$ cat src/rtl/apb_pkg.sv
// Shared APB types and default bus widths for the APB master and the register slaves.
package apb_pkg;

  typedef enum logic [1:0] {
    APB_IDLE,
    APB_SETUP,
    APB_ACCESS
  } apb_state_t;

  localparam int APB_ADDR_W = 12;
  localparam int APB_DATA_W = 32;

endpackage

$ cat src/rtl/apb_master_arb_rr_arbiter.sv
// Combinational round-robin arbiter: lowest requesting index at or after ptr wins, one-hot grant.
module rr_arbiter #(
  parameter int N     = 2,
  parameter int PTR_W = (N > 1) ? $clog2(N) : 1
) (
  input  logic [N-1:0]     req,
  input  logic [PTR_W-1:0] ptr,
  input  logic             en,
  output logic [N-1:0]     gnt
);

  logic found;

  // NOTE: every signal driven here gets a default first, so no path can infer a latch.
  always_comb begin
    gnt   = '0;
    found = 1'b0;
    // First pass covers ptr..N-1, second pass wraps around to 0..ptr-1.
    for (int i = 0; i < N; i++) begin
      if (en && !found && req[i] && (i >= int'(ptr))) begin
        gnt[i] = 1'b1;
        found  = 1'b1;
      end
    end
    for (int i = 0; i < N; i++) begin
      if (en && !found && req[i]) begin
        gnt[i] = 1'b1;
        found  = 1'b1;
      end
    end
  end

endmodule

$ cat src/rtl/apb_master_arb.sv
// APB master sharing one slave port between NUM_REQ requesters with round-robin arbitration.
// Optional ACCESS-phase timeout is enabled by defining APB_MASTER_TIMEOUT_EN.
module apb_master_arb
  import apb_pkg::*;
#(
  parameter int NUM_REQ = 2,
  parameter int ADDR_W  = APB_ADDR_W,
  parameter int DATA_W  = APB_DATA_W,
  parameter int TIMEOUT = 16
) (
  input  logic                      clk,
  input  logic                      rstn,
  input  logic [NUM_REQ-1:0]        req_valid,
  input  logic [NUM_REQ-1:0]        req_write,
  input  logic [NUM_REQ*ADDR_W-1:0] req_addr,
  input  logic [NUM_REQ*DATA_W-1:0] req_wdata,
  output logic [NUM_REQ-1:0]        req_done,
  output logic [DATA_W-1:0]         rsp_rdata,
  output logic                      rsp_err,
  output logic                      busy,
  output logic [ADDR_W-1:0]         paddr,
  output logic                      psel,
  output logic                      penable,
  output logic                      pwrite,
  output logic [DATA_W-1:0]         pwdata,
  input  logic [DATA_W-1:0]         prdata,
  input  logic                      pready,
  input  logic                      pslverr
);

  localparam int IDX_W = (NUM_REQ > 1) ? $clog2(NUM_REQ) : 1;

  if (NUM_REQ < 2 || NUM_REQ > 4 || TIMEOUT < 1) begin : g_bad_param
    $error("apb_master_arb: NUM_REQ must be 2..4 and TIMEOUT >= 1");
  end

  apb_state_t          state_q, state_d;
  logic [IDX_W-1:0]    rr_ptr_q, rr_ptr_d;
  logic [IDX_W-1:0]    idx_q, idx_d;
  logic                psel_q, psel_d;
  logic                penable_q, penable_d;
  logic                pwrite_q, pwrite_d;
  logic [ADDR_W-1:0]   paddr_q, paddr_d;
  logic [DATA_W-1:0]   pwdata_q, pwdata_d;
  logic [NUM_REQ-1:0]  req_done_q, req_done_d;
  logic [DATA_W-1:0]   rsp_rdata_q, rsp_rdata_d;
  logic                rsp_err_q, rsp_err_d;

  logic [NUM_REQ-1:0]  gnt;
  logic [IDX_W-1:0]    gnt_idx;
  logic [ADDR_W-1:0]   sel_addr;
  logic [DATA_W-1:0]   sel_wdata;
  logic                sel_write;

`ifdef APB_MASTER_TIMEOUT_EN
  localparam int CNT_W = $clog2(TIMEOUT + 1);
  logic [CNT_W-1:0]    cnt_q, cnt_d;
`endif

  // A requester whose completion pulse is still high is masked, so its held req_valid
  // cannot win a second grant on the same request.
  rr_arbiter #(.N(NUM_REQ), .PTR_W(IDX_W)) u_arb (
    .req (req_valid & ~req_done_q),
    .ptr (rr_ptr_q),
    .en  (state_q == APB_IDLE),
    .gnt (gnt)
  );

  always_comb begin
    gnt_idx   = '0;
    sel_addr  = '0;
    sel_wdata = '0;
    sel_write = 1'b0;
    for (int i = 0; i < NUM_REQ; i++) begin
      if (gnt[i]) begin
        gnt_idx   = IDX_W'(i);
        sel_addr  = req_addr[i*ADDR_W +: ADDR_W];
        sel_wdata = req_wdata[i*DATA_W +: DATA_W];
        sel_write = req_write[i];
      end
    end
  end

  always_comb begin
    state_d     = state_q;
    rr_ptr_d    = rr_ptr_q;
    idx_d       = idx_q;
    psel_d      = psel_q;
    penable_d   = penable_q;
    pwrite_d    = pwrite_q;
    paddr_d     = paddr_q;
    pwdata_d    = pwdata_q;
    req_done_d  = '0;
    rsp_rdata_d = rsp_rdata_q;
    rsp_err_d   = rsp_err_q;
`ifdef APB_MASTER_TIMEOUT_EN
    cnt_d       = cnt_q;
`endif

    unique case (state_q)
      APB_IDLE: begin
        if (|gnt) begin
          state_d  = APB_SETUP;
          idx_d    = gnt_idx;
          psel_d   = 1'b1;
          paddr_d  = sel_addr;
          pwrite_d = sel_write;
          pwdata_d = sel_write ? sel_wdata : '0;
          rr_ptr_d = (gnt_idx == IDX_W'(NUM_REQ - 1)) ? '0 : gnt_idx + IDX_W'(1);
        end
      end

      APB_SETUP: begin
        state_d   = APB_ACCESS;
        penable_d = 1'b1;
`ifdef APB_MASTER_TIMEOUT_EN
        cnt_d     = '0;
`endif
      end

      APB_ACCESS: begin
        if (pready) begin
          state_d            = APB_IDLE;
          psel_d             = 1'b0;
          penable_d          = 1'b0;
          req_done_d[idx_q]  = 1'b1;
          rsp_rdata_d        = pwrite_q ? '0 : prdata;
          rsp_err_d          = pslverr;
        end
`ifdef APB_MASTER_TIMEOUT_EN
        // Counter value TIMEOUT-1 means this edge closes the TIMEOUT-th ACCESS cycle.
        else if (cnt_q == CNT_W'(TIMEOUT - 1)) begin
          state_d            = APB_IDLE;
          psel_d             = 1'b0;
          penable_d          = 1'b0;
          req_done_d[idx_q]  = 1'b1;
          rsp_rdata_d        = '0;
          rsp_err_d          = 1'b1;
        end else begin
          cnt_d = cnt_q + CNT_W'(1);
        end
`endif
      end

      default: state_d = APB_IDLE;
    endcase
  end

  // NOTE: state registers use non-blocking assignments so every flop samples pre-edge values.
  always_ff @(posedge clk or negedge rstn) begin
    if (!rstn) begin
      state_q     <= APB_IDLE;
      rr_ptr_q    <= '0;
      idx_q       <= '0;
      psel_q      <= 1'b0;
      penable_q   <= 1'b0;
      pwrite_q    <= 1'b0;
      paddr_q     <= '0;
      pwdata_q    <= '0;
      req_done_q  <= '0;
      rsp_rdata_q <= '0;
      rsp_err_q   <= 1'b0;
    end else begin
      state_q     <= state_d;
      rr_ptr_q    <= rr_ptr_d;
      idx_q       <= idx_d;
      psel_q      <= psel_d;
      penable_q   <= penable_d;
      pwrite_q    <= pwrite_d;
      paddr_q     <= paddr_d;
      pwdata_q    <= pwdata_d;
      req_done_q  <= req_done_d;
      rsp_rdata_q <= rsp_rdata_d;
      rsp_err_q   <= rsp_err_d;
    end
  end

`ifdef APB_MASTER_TIMEOUT_EN
  always_ff @(posedge clk or negedge rstn) begin
    if (!rstn) cnt_q <= '0;
    else       cnt_q <= cnt_d;
  end
`endif

  assign req_done  = req_done_q;
  assign rsp_rdata = rsp_rdata_q;
  assign rsp_err   = rsp_err_q;
  assign busy      = (state_q != APB_IDLE);
  assign paddr     = paddr_q;
  assign psel      = psel_q;
  assign penable   = penable_q;
  assign pwrite    = pwrite_q;
  assign pwdata    = pwdata_q;

endmodule
$ cat config.mk
export PLATFORM = sky130hd
export DESIGN_NAME = apb_master_arb
export DESIGN_NICKNAME = d
export VERILOG_FILES = /design/src/rtl/apb_pkg.sv /design/src/rtl/apb_master_arb_rr_arbiter.sv /design/src/rtl/apb_master_arb.sv
export SDC_FILE = /design/constraint.sdc
export NUM_CORES = 1
export LEC_CHECK = 0
export CORE_ASPECT_RATIO = 1.4
export CORE_MARGIN = 5
export CORE_UTILIZATION = 42
export CTS_BUF_LIST = sky130_fd_sc_hd__clkbuf_16
export DETAILED_ROUTE_END_ITERATION = 6
export PLACE_DENSITY_LB_ADDON = 0.3
export SYNTH_ARGS = -nofsm -noshare
export SYNTH_HDL_FRONTEND = slang
export SYNTH_HIERARCHICAL = 1
export SYNTH_SLANG_ARGS = --single-unit
$ cat constraint.sdc
create_clock -name clk -period 5.5 [get_ports clk]
set_input_delay 0.825 -clock clk [delete_from_list [all_inputs] [get_ports clk]]
set_output_delay 0.825 -clock clk [all_outputs]
set_load 0.005 [all_outputs]
* After elaboration in Yosys (flattened, before gate mapping) *
Cells that the tools add are included.

word-level totals
  register bits = 86
  bits in latches = 0
  memory bits (writable) = 0
  bits in read-only memories = 0
  input port bits = 128
  output and inout bits = 83
  memories = 0

operators by class
  $add $sub $neg = 1
  multipliers = 0
  divide/modulo/power cells = 0
  $lt $le $gt $ge = 3
  equal/unequal tests = 4
  shift-type cells = 0
  multiplexer cells = 27
  bitwise gates (word level) = 2
  reduce and logical (&&, ||, !) cells = 22

operators with widths
  cell                 count
  $mux 32              4
  $mux 12              2
  $mux 1               13
  $logic_and 1x1->1    9
  $mux 2               4
  $reduce_and 2->1     4
  $pmux 2 s3           1
  $reduce_bool 2->1    3
  $ne 2x2->1 const B   2
  $pmux 1 s2           2
  $logic_not 1->1      3
  $reduce_and 3->1     1
  $and 2x2->2          1
  $eq 2x1->1 const B   1
  $eq 2x2->1 const B   1
  $logic_not 2->1      1
  $lt 1x2->1 const B   1
  $not 2->2            1
  $reduce_or 2->1      1
  $add 1x1->1 const B  1
  $demux 1 s1          1
  $ge 1x1->1 const A   1
  $ge 1x1->1 const B   1

* Depth between registers and ports, before layout *
  depth in word-level cells = 20
  depth in mapped cells = 12
  mapped depth without buffers = 7

* Modules after synthesis *
The synthesis kept the hierarchy.

modules (own cells, without submodules)
  module          times used  cells each  area each (um2)  sequential area each (um2)
  apb_master_arb  1           355         3,792.4          2,152.1
  rr_arbiter      1           5           21.3             0.0

* Least setup slack after synthesis *
No wires, ideal clock.

  path type = reg2reg
  from = register state_q[1]
  to = register paddr_q[10], in the netlist paddr[10]
  setup time = 0.083 ns
  arrival time = 2.307 ns
  data required time = 5.417 ns
  setup slack = 3.110 ns
  cell stages (with the launch flop) = 13
  clock period less this slack = 2.390 ns
  cells stage by stage = dfrtp_1 -> or2_1 -> buf_6 -> inv_4 -> buf_2 -> nand2_1 -> a21oi_1 -> nor3b_1 -> buf_2 -> buf_2 -> buf_2 -> a22oi_1 -> o21ai_0

between the ends
  word-level cells in the longest chain between the ends = 18

ends and longest elaborated chain
  item                            RTL line                         text
  start, declared                 apb_master_arb.sv:37             apb_state_t state_q, state_d;
  start signal, assigned          apb_master_arb.sv:164            state_q <= state_d;
  $logic_not 2->1 *               apb_master_arb.sv:65             .en (state_q == APB_IDLE),
  $logic_and 1x1->1 (2 in a row)  apb_master_arb_rr_arbiter.sv:20  if (en && !found && req[i] && (i >= int'(ptr))) begin
  $mux 1                          apb_master_arb_rr_arbiter.sv:20
  $logic_not 1->1                 apb_master_arb_rr_arbiter.sv:20
  $logic_and 1x1->1 (2 in a row)  apb_master_arb_rr_arbiter.sv:20
  $mux 1                          apb_master_arb_rr_arbiter.sv:20
  $logic_not 1->1                 apb_master_arb_rr_arbiter.sv:26  if (en && !found && req[i]) begin
  $logic_and 1x1->1 (2 in a row)  apb_master_arb_rr_arbiter.sv:26
  $mux 1                          apb_master_arb_rr_arbiter.sv:26
  $logic_not 1->1                 apb_master_arb_rr_arbiter.sv:26
  $logic_and 1x1->1 (2 in a row)  apb_master_arb_rr_arbiter.sv:26
  $mux 1 *                        apb_master_arb_rr_arbiter.sv:26
  via gnt[1]                      apb_master_arb.sv:49             logic [NUM_REQ-1:0] gnt;
  $reduce_or 2->1                 apb_master_arb.sv:102            if (|gnt) begin
  $reduce_and 2->1 (no line)      -
  end signal, assigned            apb_master_arb.sv:170            paddr_q <= paddr_d;
  end, declared                   apb_master_arb.sv:43             logic [ADDR_W-1:0] paddr_q, paddr_d;

The timed path passes the listed nets; every way through them passes the cells marked *.
A chain may end at the register's enable or synchronous reset.

* Worst setup path in the final report *
  from = register state_q[0]
  to = register pwdata_q[31], in the netlist pwdata[31]

RTL lines
  item                                            RTL line                         text
  $logic_not 2->1 *                               apb_master_arb.sv:65
  $logic_and 1x1->1 (2 in a row)                  apb_master_arb_rr_arbiter.sv:20
  $mux 1                                          apb_master_arb_rr_arbiter.sv:20
  $logic_not 1->1                                 apb_master_arb_rr_arbiter.sv:20
  $logic_and 1x1->1 (2 in a row)                  apb_master_arb_rr_arbiter.sv:20
  $mux 1                                          apb_master_arb_rr_arbiter.sv:20
  $logic_not 1->1                                 apb_master_arb_rr_arbiter.sv:26
  $logic_and 1x1->1 (2 in a row)                  apb_master_arb_rr_arbiter.sv:26
  $mux 1 *                                        apb_master_arb_rr_arbiter.sv:26
  via gnt[0]                                      apb_master_arb.sv:49
  $mux 32 or $mux 1 (tied branches) (2 in a row)  apb_master_arb.sv:75             if (gnt[i]) begin
  $mux 32                                         apb_master_arb.sv:108            pwdata_d = sel_write ? sel_wdata : '0;
  end signal, assigned                            apb_master_arb.sv:171            pwdata_q <= pwdata_d;
  end, declared                                   apb_master_arb.sv:44             logic [DATA_W-1:0] pwdata_q, pwdata_d;

Marked as above.

==> results.md <==
- Outcome: finished, final reports clean
- Asr flop ratio synth: 1.00
- YS warnings: 6
- Global Route met2 Usage: 0.353
- Slew Viols, Final: 0
- CTS tree: yes
- Maximum buffer depth of the clock tree: 2
- Yosys cell types: 23
- Post-Syn Instances: 360
- Simple-gate share of the synthesized area: 0.179
- Max stage delay on crit path: 1.06 ns
- Die Ht: 123 microns
- Fillers: 687
- Final setup skew: 0.00462 ns
- H-tree Lvls: 3
- Initial DRC Count: 164
- Met1 GRT Util: 0.244
- Vias in the first global route: 3643
- Post-synthesis net count: 488
- Core area: 8930 sq um
- Leak: 0.00273 uW
- Initial antenna violation count: 0
- Top Usage Layer GRT: met2
- Initial Utilization: 0.427
- Sequential fraction of the synthesis area: 0.564
- Number of diodes: 0
- Compound-Gate Fraction of Synth Area: 0.201
- Critical Path RT: 5.76 ns
- Antenna-violating nets left: 0
- Multi-input logic area: 1480 sq um
- DR WL/cell: 17.9 microns
- Slowest CP cell: and4b_1
- Synthesis-to-finish area growth: 63.3%
- Largest net degree at the start of global routing: 87
- Total of max-cap violations: 0
- Post-Place Cells: 650
- Die Area: 11100 sq um
- Hold/Removal Path Class: reg2reg
- FF/Latch Area: 2150 sq um
- CP endpoint kind: register
- Final Wtd Congestion: 0.769
- Largest family of logic cells by synthesized area: compound AO/OA/AOI/OAI gates
- Port bufs: 210
- Fmax: 316 MHz
- Postcts setup bufs: 0
- Maximum vdd drop: 0.274 mV
- Most common cell after layout, fill and taps aside: clkdlybuf4s50_1
- Min cycle time layout: 3.17 ns
- Worst Path Max Fanout: 32
- Placement Setup Slack: 2.13 ns
- Gr ovfl total: 0
- Global-route wire length before repair: 18400 microns
- Type of origin of the critical path: register
- Crit path kind: reg2reg
- FP Rows: 41
- CTS root buffer: clkbuf_16
- Post-Route WL: 11900 microns
- Final hold violations: 0
- Sink Count: 86
- EDFF count, synth: 0
- Gr usage total: 0.208
- Share of layout cells above drive strength 1: 0.0448
- Most frequent cells in the layout: 209 x clkdlybuf4s50_1, 86 x dfrtp_1, 46 x o21ai_0
- Worst slew margin: 0.188
- Layout Nets: 682
- RSZ-0062 raised after global routing: false
- Met3 Use GR: 0.0595
- Final core occ: 0.698
- TritonRoute pass-1 iters: 4
- Fin Setup TNS: 0 ns
- Post-CTS sizing: 0
- Crit path DAT: 3.43 ns
- Cells along the critical path: or2_1, inv_4, nand2_1, a21oi_2, buf_4, and4b_1, a221o_1
- Placed wire-length estimate: 8570 microns
- Tightest Pin Transition: 1.22 ns
- Synth Flop Type: dfrtp_1
- Clock latency on the worst-skew pair: 0.33 ns
- Die W: 90.5 microns
- Via density: 5.39
- Final worst slack: 2.33 ns
- Final Non-Filler Cells: 665
- Final setup viols: 0
- CTS Buf Count: 9
- Synth Area in Adders: 0
- Reg clk slew, reported paths: 0.06 ns
- CTS Hold Bufs: 0
- Vias: 3586
- Fin crit share: 0.576
- Power per standard cell area: 494 nW/um^2
- #FFs+latches synth: 86
- DRC viols: 0
- Synth Area per Inst: 10.6 sq um
- Synth Area in XOR/XNOR: 0
- Synth Cell Area: 3810 sq um
- Mux cell area share after synthesis: 0.00591
- I/O Pins: 211
## Yosys cell counts, types with 2 or more instances
library cell / number / area share
dfrtp_1: 86 / 0.56
o21ai_0: 46 / 0.060
nand2_1: 37 / 0.036
a221o_1: 32 / 0.084
and3_1: 32 / 0.052
nand2b_1: 32 / 0.052
clkbuf_1: 18 / 0.018
nor2b_1: 15 / 0.025
a22oi_1: 13 / 0.026
a31oi_1: 13 / 0.021
buf_2: 9 / 0.012
buf_6: 5 / 0.015
nor2_1: 5 / 0.0049
a21oi_1: 4 / 0.0052
inv_1: 4 / 0.0039
mux2_2: 2 / 0.0059
## per-stage QoR
step	cell area, sq um	hold WS [ns]	power, uW
floorplan	3810	0.426	1700
detailed placement	5920	0.454	2480
finish	6230	0.457	3080
global route	6230	0.472	3280
global placement	5920	0.445	2430
CTS	6230	0.459	3120
## path summary, 6_finish.rpt
check,start,end,slack [ns],depth (start not counted)
max,state_q[0],pwdata[31],2.33,7
min,idx_q,req_done[0],0.46,1
max reg2reg,state_q[0],pwdata[31],2.33,7
min reg2reg,idx_q,req_done[0],0.46,1
max in group asynchronous,rstn,pwdata[1],4.13,1
min in group asynchronous,rstn,rsp_rdata[5],0.69,1
## where the power goes
part           internal, uW  leakage (uW)  switching (uW)
Combinational           817       0.00149             536
Sequential              906       0.00110             197
Clock                   390      0.000150             228
## cells by family after synthesis
kind of cell           count (synthesis)
and+or+nand+nor                      125
AOI/OAI and AO/OA                    110
DFF                                   86
buffers and inverters                 37
muxes                                  2
## worst max-delay path, delay by kind of cell (launching register included)
family	cells	cell delay [ns]
AO/OA/AOI/OAI	2	0.41
buffers and inverters	2	0.59
flip-flops	1	0.45
AND/OR/NAND/NOR	3	1.64
## sequential cells by signal, summed over array words and instances (netlist names)
register and flops:
psel 1, state_q 2, idx_q 1, rr_ptr_q 1, pwdata 32, req_done 2
rsp_rdata 32, penable 1, rsp_err 1, pwrite 1, paddr 12
## per-layer routing
layer  vias to the layer above  part of all wire
met5                         -                 0
met4                         0             0.024
met3                        23             0.093
met2                       178              0.51
met1                      1702              0.37
li1                       1683                 -
## layout make-up
| cell class | instances | share of cell area |
|---|---|---|
| clock buffer | 9 | 0.0362 |
| timing repair buffer | 215 | 0.343 |
| tap | 107 | 0.0215 |
| clock inverter | 6 | 0.0125 |
| sequential | 86 | 0.346 |
| multi-input combinational | 237 | 0.238 |
| inverter | 5 | 0.00342 |
Note: power is estimated with default switching activity, not from simulation.
